### src/rtl/serdes_pkg.sv
// Shared definitions for the LSB-first serial link: FSM encoding, width helper
// and the default framing pattern used by both ends of the link.
package serdes_pkg;

  typedef enum logic {
    ST_HUNT   = 1'b0,
    ST_LOCKED = 1'b1
  } state_t;

  localparam int unsigned DEFAULT_SYNC_W = 8;
  localparam logic [DEFAULT_SYNC_W-1:0] DEFAULT_SYNC_WORD = 8'hA5;

  // Ceiling log2, with a floor of 1 bit so single-value counters still have a width.
  function automatic int unsigned clog2(input int unsigned value);
    int unsigned result;
    result = 0;
    while ((32'd1 << result) < value) result++;
    if (result == 0) result = 1;
    return result;
  endfunction

endpackage

### src/rtl/deserializer_sync.sv
// Serial-to-parallel receiver: hunts for the sync word bit-by-bit, then
// assembles each following DATA_WIDTH bits (LSB first) into a parallel word.
module deserializer_sync
  import serdes_pkg::*;
#(
  parameter int unsigned               DATA_WIDTH = 8,
  parameter logic [DATA_WIDTH-1:0]     SYNC_WORD  = DATA_WIDTH'(DEFAULT_SYNC_WORD)
) (
  input  logic                  clock_in,
  input  logic                  reset_n,
  input  logic                  serial_in,
  input  logic                  bit_en,
  input  logic                  resync,
  output logic [DATA_WIDTH-1:0] data_out,
  output logic                  data_valid,
  output logic                  locked
);

  localparam int unsigned CNT_W  = clog2(DATA_WIDTH);
  localparam int unsigned FILL_W = clog2(DATA_WIDTH + 1);

  state_t                  state_q, state_d;
  // Only the upper DATA_WIDTH-1 bits of the window survive to the next shift.
  logic [DATA_WIDTH-2:0]   hist_q, hist_d;
  logic [CNT_W-1:0]        bit_cnt_q, bit_cnt_d;
  logic [FILL_W-1:0]       fill_q, fill_d;
  logic [DATA_WIDTH-1:0]   data_q, data_d;
  logic                    valid_q, valid_d;
  logic [DATA_WIDTH-1:0]   shift_next_c;
  logic [FILL_W-1:0]       fill_inc_c;

  assign shift_next_c = {serial_in, hist_q};

  // State and datapath registers.
  always_ff @(posedge clock_in or negedge reset_n) begin
    if (!reset_n) begin
      state_q   <= ST_HUNT;
      hist_q    <= '0;
      bit_cnt_q <= '0;
      fill_q    <= '0;
      data_q    <= '0;
      valid_q   <= 1'b0;
    end else begin
      state_q   <= state_d;
      hist_q    <= hist_d;
      bit_cnt_q <= bit_cnt_d;
      fill_q    <= fill_d;
      data_q    <= data_d;
      valid_q   <= valid_d;
    end
  end

  // Next-state and datapath logic; resync wins over a coincident bit.
  always_comb begin
    state_d    = state_q;
    hist_d     = hist_q;
    bit_cnt_d  = bit_cnt_q;
    fill_d     = fill_q;
    data_d     = data_q;
    valid_d    = 1'b0;
    fill_inc_c = (fill_q == FILL_W'(DATA_WIDTH)) ? fill_q : fill_q + FILL_W'(1);

    if (resync) begin
      state_d   = ST_HUNT;
      hist_d    = '0;
      bit_cnt_d = '0;
      fill_d    = '0;
    end else if (bit_en) begin
      hist_d = shift_next_c[DATA_WIDTH-1:1];
      unique case (state_q)
        ST_HUNT: begin
          fill_d = fill_inc_c;
          // Full window required so reset contents never match.
          if ((fill_inc_c == FILL_W'(DATA_WIDTH)) && (shift_next_c == SYNC_WORD)) begin
            state_d   = ST_LOCKED;
            bit_cnt_d = '0;
          end
        end
        ST_LOCKED: begin
          if (bit_cnt_q == CNT_W'(DATA_WIDTH - 1)) begin
            data_d    = shift_next_c;
            valid_d   = 1'b1;
            bit_cnt_d = '0;
          end else begin
            bit_cnt_d = bit_cnt_q + CNT_W'(1);
          end
        end
        default: state_d = ST_HUNT;
      endcase
    end
  end

  assign data_out   = data_q;
  assign data_valid = valid_q;
  assign locked     = (state_q == ST_LOCKED);

endmodule

### config.mk
export PLATFORM = sky130hd
export DESIGN_NAME = deserializer_sync
export DESIGN_NICKNAME = d
export VERILOG_FILES = /design/src/rtl/serdes_pkg.sv /design/src/rtl/deserializer_sync.sv
export SDC_FILE = /design/constraint.sdc
export NUM_CORES = 1
export LEC_CHECK = 0
export CAP_MARGIN = 20
export CORE_ASPECT_RATIO = 0.7
export CORE_MARGIN = 3
export CORE_UTILIZATION = 48
export CTS_CLUSTER_DIAMETER = 120
export DETAILED_ROUTE_END_ITERATION = 7
export HOLD_SLACK_MARGIN = 0.03
export PLACE_DENSITY = 0.83
export SETUP_SLACK_MARGIN = 0.02
export SYNTH_ARGS = -nofsm -noshare
export SYNTH_HDL_FRONTEND = slang
export SYNTH_SLANG_ARGS = --single-unit
### constraint.sdc
create_clock -name clock_in -period 2 [get_ports clock_in]
set_input_delay 0.3 -clock clock_in [delete_from_list [all_inputs] [get_ports clock_in]]
set_output_delay 0.3 -clock clock_in [all_outputs]
set_load 0.03 [all_outputs]
# Yosys cells after proc, flatten, opt, wreduce, memory -nomap -nowiden
# Index checks and enable logic that the tools add are counted.
totals:
  reg_bits: 24
  out_inout_bits: 10
  word_cells: 40
classes:
  bitwise_logic: 2
  n_mux: 19
  n_addsub: 2
  eq_ne: 6
  reduce_logical: 5
op_table:
  columns: ["op", "n"]
  rows:
  - ["4-bit two-way mux", 4]
  - ["7-bit two-way mux", 2]
  - ["3-bit two-way mux", 4]
  - ["4-bit equality test (second input constant)", 2]
  - ["8-bit equality test (second input constant)", 1]
  - ["1-bit two-way mux", 8]
  - ["3-bit case mux with 2 select lines", 1]
  - ["4-bit by 1-bit adder with 4-bit output (second input constant)", 1]
  - ["2-bit AND reduction", 2]
  - ["4-bit AND reduction", 1]
  - ["3-bit by 1-bit adder with 3-bit output (second input constant)", 1]
  - ["3-bit equality test (second input constant)", 1]
  - ["3-bit != test (second input constant)", 1]
  - ["2-bit != test (second input constant)", 1]
  - ["1-bit inverter", 2]
  - ["2-bit nonzero test", 1]
  - ["1-bit logical AND", 1]

# Longest topological paths before layout
# Gate-level depths: netlist of run 1.
logic_depth:
  depth_word: 8
  ltp_mapped: 6

# Worst setup path after synthesis of run 1
# OpenSTA, ideal clock, no wires.
synth_timing:
  kind: "register -> register"
  start: "register fill_q[0]"
  end: "register state_q, in the netlist locked"
  setup_time_ns: 0.066
  path_stages_with_launch: 6
  n_path_buf: 0
  setup_slack_ns: 0.075
  required_ns: 1.934
  t_arrival_ns: 1.859
  cell_sequence: "dfrtp_1 -> inv_1 -> ha_1 -> or4b_4 -> a2111oi_4 -> a31o_1"
synth_via:
  elab_chain_len: 8
  elab_cells_between_ends: 9
  cone_classes: "add/sub (1); eq/ne (2); mux (5); reduce/logical (1)"
synth_rtl:
  columns: ["element", "line", "source"]
  rows:
  - ["start: declaration", "deserializer_sync.sv:26", "logic [FILL_W-1:0] fill_q, fill_d;"]
  - ["start signal: assignment", "deserializer_sync.sv:47", "fill_q <= fill_d;"]
  - ["4-bit by 1-bit adder with 4-bit output / 4-bit equality test (equally long branches)", "deserializer_sync.sv:61", "fill_inc_c = (fill_q == FILL_W'(DATA_WIDTH)) ? fill_q : fill_q + FILL_W'(1);"]
  - ["4-bit two-way mux *", "deserializer_sync.sv:61", null]
  - ["4-bit equality test *", "deserializer_sync.sv:74", "if ((fill_inc_c == FILL_W'(DATA_WIDTH)) && (shift_next_c == SYNC_WORD)) begin"]
  - ["1-bit logical AND *", "deserializer_sync.sv:74", null]
  - ["1-bit two-way mux *", "deserializer_sync.sv:74", null]
  - ["1-bit two-way mux *", "deserializer_sync.sv:70", "unique case (state_q)"]
  - ["1-bit two-way mux *", "deserializer_sync.sv:68", "end else if (bit_en) begin"]
  - ["1-bit two-way mux *", "deserializer_sync.sv:63", "if (resync) begin"]
  - ["end signal: assignment", "deserializer_sync.sv:44", "state_q <= state_d;"]
  - ["end: declaration", "deserializer_sync.sv:22", "state_t state_q, state_d;"]
# Every way passes the cells marked *; elsewhere a longest branch is shown, timed or not. The select of a mux whose other input is x is not followed.
# A chain may end at the register's enable or synchronous reset.

# Final worst setup path of run 1
layout_timing:
  start: "register fill_q[0]"
  end: "register bit_cnt_q[0]"
layout_via:
  elab_chain_len: 6
  elab_cells_between_ends: 7
  cone_classes: "add/sub (1); eq/ne (3); mux (1); reduce/logical (2)"
layout_rtl:
  columns: ["element", "line", "source"]
  rows:
  - ["4-bit by 1-bit adder with 4-bit output / 4-bit equality test (equally long branches)", "deserializer_sync.sv:61", null]
  - ["4-bit two-way mux *", "deserializer_sync.sv:61", null]
  - ["4-bit equality test *", "deserializer_sync.sv:74", null]
  - ["1-bit logical AND *", "deserializer_sync.sv:74", null]
  - ["3-bit != test (no line) *", null, null]
  - ["2-bit AND reduction (no line) *", null, null]
  - ["end signal: assignment", "deserializer_sync.sv:46", "bit_cnt_q <= bit_cnt_d;"]
  - ["end: declaration", "deserializer_sync.sv:25", "logic [CNT_W-1:0] bit_cnt_q, bit_cnt_d;"]
# Every way passes the cells marked *; elsewhere a longest branch is shown, timed or not.

==> results of run 1 <==
-- layout by cell type, fill, tap and decap left out --
master           instances
a2111oi_4                1
a211oi_1                 1
a21boi_0                 1
a21oi_1                  3
a31o_1                   1
a41oi_1                  1
and2b_1                  1
and2b_2                  2
buf_4                    6
bufinv_16                1
clkbuf_4                 3
clkdlybuf4s50_1         14
dfrtp_1                 24
ha_1                     4
inv_1                    5
mux2_2                   8
mux2i_1                  7
nand2_1                  5
nand3_1                  2
nand4_1                  2
nor2_1                  15
nor2b_1                  2
nor2b_2                  1
nor3b_1                  3
o21ai_1                  2
o21ai_2                  1
o22ai_1                  2
or2b_2                   1
or4b_4                   1
xnor2_1                  1
xor2_1                   2
-- stage by stage --
| stage | util [%] | power [mW] | std cells | hold WS (ns) |
|---|---|---|---|---|
| 6_report | 63.7 | 0.928 | 155 | 0.325 |
| 3_3_place_gp | 61.4 | 0.592 | 151 | 0.491 |
| 4_1_cts | 63.7 | 0.941 | 155 | 0.331 |
| 3_5_place_dp | 61.4 | 0.598 | 151 | 0.492 |
| 5_1_grt | 63.7 | 0.978 | 155 | 0.324 |
| 2_1_floorplan | - | 0.558 | 102 | 0.00441 |
-- cell usage after synthesis (all sizes together), types with 2 or more instances --
cell	count	area [µm²]
a21oi	3	15.0
and2b	3	25.0
clkbuf	2	17.5
dfrtp	24	601
ha	4	50.1
inv	5	18.8
mux2	8	90.1
mux2i	7	70.1
nand2	5	18.8
nand3	2	10.0
nand4	2	12.5
nor2	15	56.3
nor2b	3	21.3
nor3b	3	22.5
o21ai	3	18.8
o22ai	2	12.5
xor2	2	17.5
-- cell families after synthesis --
| group | after synthesis | share of synthesized area [%] |
|---|---|---|
| compound gates | 13 | 9.01 |
| xor+xnor | 3 | 2.23 |
| fa+ha+maj | 4 | 4.24 |
| buf+inv | 8 | 4.03 |
| flops | 24 | 50.9 |
| mux | 15 | 13.6 |
| simple gates | 35 | 16.0 |
-- path summary, 6_finish.rpt --
| kind | start | end | slack [ns] | cells after the start |
|---|---|---|---|---|
| setup / recovery | fill_q[0] | bit_cnt_q[0] | 0.15 | 5 |
| hold / removal | reset_n | hist_q[1] | 0.32 | 2 |
| setup reg to reg | fill_q[0] | bit_cnt_q[0] | 0.15 | 5 |
| hold reg to reg | data_out[7] | data_out[7] | 0.52 | 1 |
| max in group asynchronous | reset_n | bit_cnt_q[2] | 1.43 | 2 |
| min in group clock_in | data_out[7] | data_out[7] | 0.52 | 1 |
-- sequential cells by signal (all words and copies together) (netlist names) --
signal	count
data_out	8
hist_q	7
fill_q	4
bit_cnt_q	3
data_valid	1
locked	1
-- per-layer routing --
layer  routed length [µm]  GRT usage, %
met5                    0             0
met4                   13          3.72
met3                   83          4.23
met2                 1010          27.2
met1                 1040          20.1
-- worst max-delay path, delay by kind of cell (launching register included) --
family,cells,cell delay [ns]
buffers and inverters,1,0.06
AND/OR/NAND/NOR,1,0.55
AO/OA/AOI/OAI,2,0.44
adder cells (fa/ha/maj),1,0.32
flip-flops,1,0.37
-- power by group through the flow --
stage	clock [mW]	sequential [mW]	combinational [mW]
4_1_cts	0.352	0.499	0.0904
3_3_place_gp	0	0.508	0.0847
2_1_floorplan	0	0.510	0.0488
5_1_grt	0.380	0.500	0.0980
6_report	0.341	0.499	0.0886
3_5_place_dp	0	0.508	0.0901
-- cell type report --
class,count,area (µm²)
clock buffer,3,22.5
clock inverter,1,30.0
fill,195,813
inverter,5,18.8
multi-input combinational,70,532
sequential,24,601
tap,32,40.0
timing repair buffer,20,185
==> results.toml, run 1 <==
[place]
io_buffers = 14
routabilityCongestion = 0.828
place_area_um2 = 1380
place_ws_ns = 0.0279
hpwl_um = 1620

[job]
cap_violations = 0

[cells_and_area]
nNetsFinal = 133
drive_gt1_share_pct = 20.3
insertedDiodeCount = 0
syn_to_final_growth_pct = 21.1
final_cell_area_um2 = 1430

[routing]
via_count = 784
wl_um = 2140
first_iter_violations = 36
drc = 0
antenna_left = 0
dr.pass1.iters = 4
vias_per_cell = 5.06
wl_per_cell_um = 13.8

[logic_synthesis]
synth_ff_type = "dfrtp_1"
yosys_warnings = 0
synth_edf_count = 0
synth_nets = 111
yosysSeqAreaShare_pct = 50.9
synthCells = 102
synth_seq_cells = 24
synthDistinctLibCells = 30
syn_area_um2 = 1180
async_flop_share_pct = 100
postSynthAreaPerCell_um2 = 11.6

[clock_tree]
cts_resized = 0
clk_pin_slew_ns = 0.13
cts.sinks = 24
cts_buffers = 3
cts.hold.buffers_added = 0
cts_root_buf = "clkbuf_4"
htreeDepth = 1
post_cts_buffers = 0
worstSkewPairLatency_ns = 0.31
cts_tree = "yes"
clockBufferDepth = 2

[die]
fp.dieW_um = 65.3
rows = 14
start_util_pct = 52.6
core_um2 = 2240
ios = 15
die_area_um2 = 3100
dieHeight_um = 47.5

[timing]
hold_viol_final = 0
slew_violations = 0
setup_viol = 0
setup_slack_ns = 0.147
setup_tns_ns = 0
period_needed_ns = 1.85
max_slew_margin_pct = 64.5
tightest_slew_ns = 0.529
fmax_ghz = 0.540
rsz0062_at_grt = "no"
fin_crit_sh_pct = 92.6
clock_skew_ns = 0.0151

[grt]
grt_overflow_total = 0
track_usage_pct = 15.6
grt_start_max_net_pins = 25
grt_pass1_wl_um = 3610
grt_pass1_vias = 776
antenna_found_initial = 0

[power]
swShare_pct = 20.9
power.density_nw_per_um2 = 650
power.switching_uw = 194
vdd_drop_max_uv = 329
p_leak_nw = 0.688
comb_power_share_pct = 9.5
clkPwrFrac_pct = 36.7
seqPwrFrac_pct = 53.7
p_int_uw = 734

[setup_path]
crit_type = "flop to flop"
crit_path_end_kind = "flop"
worst_ep_arrival_time_ns = 2.03
cpPeakStageDelay_ns = 0.55
critical_path.max_fanout = 4
crit_slowest_cell = "or4b_4"
required_ns = 2.18
critPathLaunchType = "flop"
cp_cell_sequence = "inv_1, ha_1, or4b_4, a2111oi_4, o21ai_1"

[run_status]
status = "completed"

[hold_path]
hold_class = "input port to async pin"
Note: power is estimated with default switching activity, not from simulation.
==> inputs of run 2 (changes only) <==
--- a/config.mk
+++ b/config.mk
@@ -13,6 +13,7 @@
 export DETAILED_ROUTE_END_ITERATION = 7
 export HOLD_SLACK_MARGIN = 0.03
 export PLACE_DENSITY = 0.83
+export REMOVE_ABC_BUFFERS = 1
 export SETUP_SLACK_MARGIN = 0.02
 export SYNTH_ARGS = -nofsm -noshare
 export SYNTH_HDL_FRONTEND = slang
==> run 2 against run 1 <==
Sequential power about the same. Via count increased by 2.3%. Non-clock buffer count increased by 1. Cell count increased by 0.65%. Critical endpoint is now locked. Critical path type unchanged. Sequential cell count unchanged. Largest power group unchanged. Hold slack improved by 0.021 ns. Critical path depth unchanged. Sequential share of layout area increased by 0.26 points. First-iteration DRC count decreased by 33%.
==> results.toml, run 2 (same netlist as run 1, synthesis figures left out) <==
[die]
start_util_pct = 52.6
dieHeight_um = 47.5
die_area_um2 = 3100
core_um2 = 2240
rows = 14
ios = 15
fp.dieW_um = 65.3

[hold_path]
hold_class = "input port to async pin"

[power]
p_leak_nw = 0.686
power.density_nw_per_um2 = 591
vdd_drop_max_uv = 457

[timing]
hold_viol_final = 0
tightest_slew_ns = 0.544
fmax_ghz = 0.552
setup_tns_ns = 0
clock_skew_ns = 0.00551
fin_crit_sh_pct = 90.5
setup_viol = 0
period_needed_ns = 1.81
slew_violations = 0
rsz0062_at_grt = "no"
max_slew_margin_pct = 63.5

[grt]
grt_use_met2_pct = 27.8
grt_start_max_net_pins = 25
grtUsageMet1_pct = 21.8
grt_pass1_wl_um = 3710
track_usage_pct = 16.6
antenna_found_initial = 0
grt_pass1_vias = 776
top_usage_layer = "met2"
use_met3_pct = 4.46
grt_overflow_total = 0

[clock_tree]
cts_buffers = 3
cts_tree = "yes"
clk_pin_slew_ns = 0.13
clockBufferDepth = 2
post_cts_buffers = 0
cts.sinks = 24
cts_root_buf = "clkbuf_4"
worstSkewPairLatency_ns = 0.31
htreeDepth = 1
cts_resized = 0
cts.hold.buffers_added = 0

[routing]
first_iter_violations = 24
dr.pass1.iters = 4
vias_per_cell = 5.14
wl_um = 2090
via_count = 802
drc = 0
wl_per_cell_um = 13.4
antenna_left = 0

[setup_path]
critPathLaunchType = "flop"
worst_ep_arrival_time_ns = 2.07
crit_type = "flop to flop"
required_ns = 2.26
crit_path_end_kind = "flop"
critical_path.max_fanout = 4

[cells_and_area]
mostFrequentLayoutCell = "dfrtp_1"
nNetsFinal = 134
drive_gt1_share_pct = 21.0
final_cell_area_um2 = 1420
largest_reg_flops = 8
syn_to_final_growth_pct = 20.4
insertedDiodeCount = 0
most-common-layout-cells = "dfrtp_1, nor2_1, clkdlybuf4s50_1, mux2_2"

[run_status]
status = "completed"

[place]
routabilityCongestion = 0.866
hpwl_um = 1590
place_area_um2 = 1380
io_buffers = 14

[job]
cap_violations = 0
==> run 2: cell count changes in the layout (fill, tap and decap cells not counted) <==
cell       delta
clkbuf_8      +1
bufinv_16     -1
buf_4         +1
==> run 2: final timing paths <==
| kind | startpoint | end | slack, ns | depth (start not counted) |
|---|---|---|---|---|
| worst max-delay path | fill_q[0] | locked | 0.19 | 5 |
| worst min-delay path | reset_n | hist_q[2] | 0.35 | 2 |
| worst max register to register | fill_q[0] | locked | 0.19 | 5 |
| worst min register to register | data_out[5] | data_out[5] | 0.52 | 1 |
| max in group asynchronous | reset_n | fill_q[0] | 1.42 | 2 |
| min in group clock_in | data_out[5] | data_out[5] | 0.52 | 1 |
==> run 2: critical path: stages (launching register included) <==
cell and delay, ns:
dfrtp_1 0.37, inv_1 0.05, ha_1 0.30, or4b_4 0.55, a2111oi_4 0.30, a31o_1 0.20
==> run 2: layer usage <==
| metal | vias up | wire [µm] | part of all wire (%) |
|---|---|---|---|
| li1 | 397 | - | - |
| met1 | 387 | 1060 | 51 |
| met2 | 16 | 939 | 45 |
| met3 | 2 | 83 | 4.0 |
| met4 | 0 | 12 | 0.57 |
| met5 | - | 0 | 0 |
==> run 2: power by group <==
group	internal (mW)	total [mW]	switching, mW
Combinational	0.0402	0.0886	0.0484
Sequential	0.492	0.499	0.00631
Clock	0.111	0.252	0.140
==> run 2: area by class of cell <==
type	count	area [µm²]
Timing Repair Buffer	21	193
Tap cell	32	40.0
Fill cell	193	822
Multi-Input combinational cell	70	532
Inverter	5	18.8
Clock buffer	4	36.3
Sequential cell	24	601
==> run 2: stage by stage <==
stage,hold slack [ns],utilization (%),worst slack (ns),instances,total power [mW]
final,0.346,63.3,0.189,156,0.839
after global routing,0.355,63.3,0.0730,156,0.888
after CTS,0.361,63.3,0.0481,156,0.851
after detailed placement,0.491,61.7,0.0738,152,0.598
after global placement,0.487,61.7,0.127,152,0.594
after floorplan,0.00441,-,0.0748,99,0.547
==> inputs of run 3 (changes only) <==
--- a/config.mk
+++ b/config.mk
@@ -11,6 +11,7 @@
 export CORE_UTILIZATION = 48
 export CTS_CLUSTER_DIAMETER = 120
 export DETAILED_ROUTE_END_ITERATION = 7
+export GPL_ROUTABILITY_DRIVEN = 0
 export HOLD_SLACK_MARGIN = 0.03
 export PLACE_DENSITY = 0.83
 export REMOVE_ABC_BUFFERS = 1
==> results of run 3 <==
No change in the layout: final DEF, timing and power equal those of run 2.
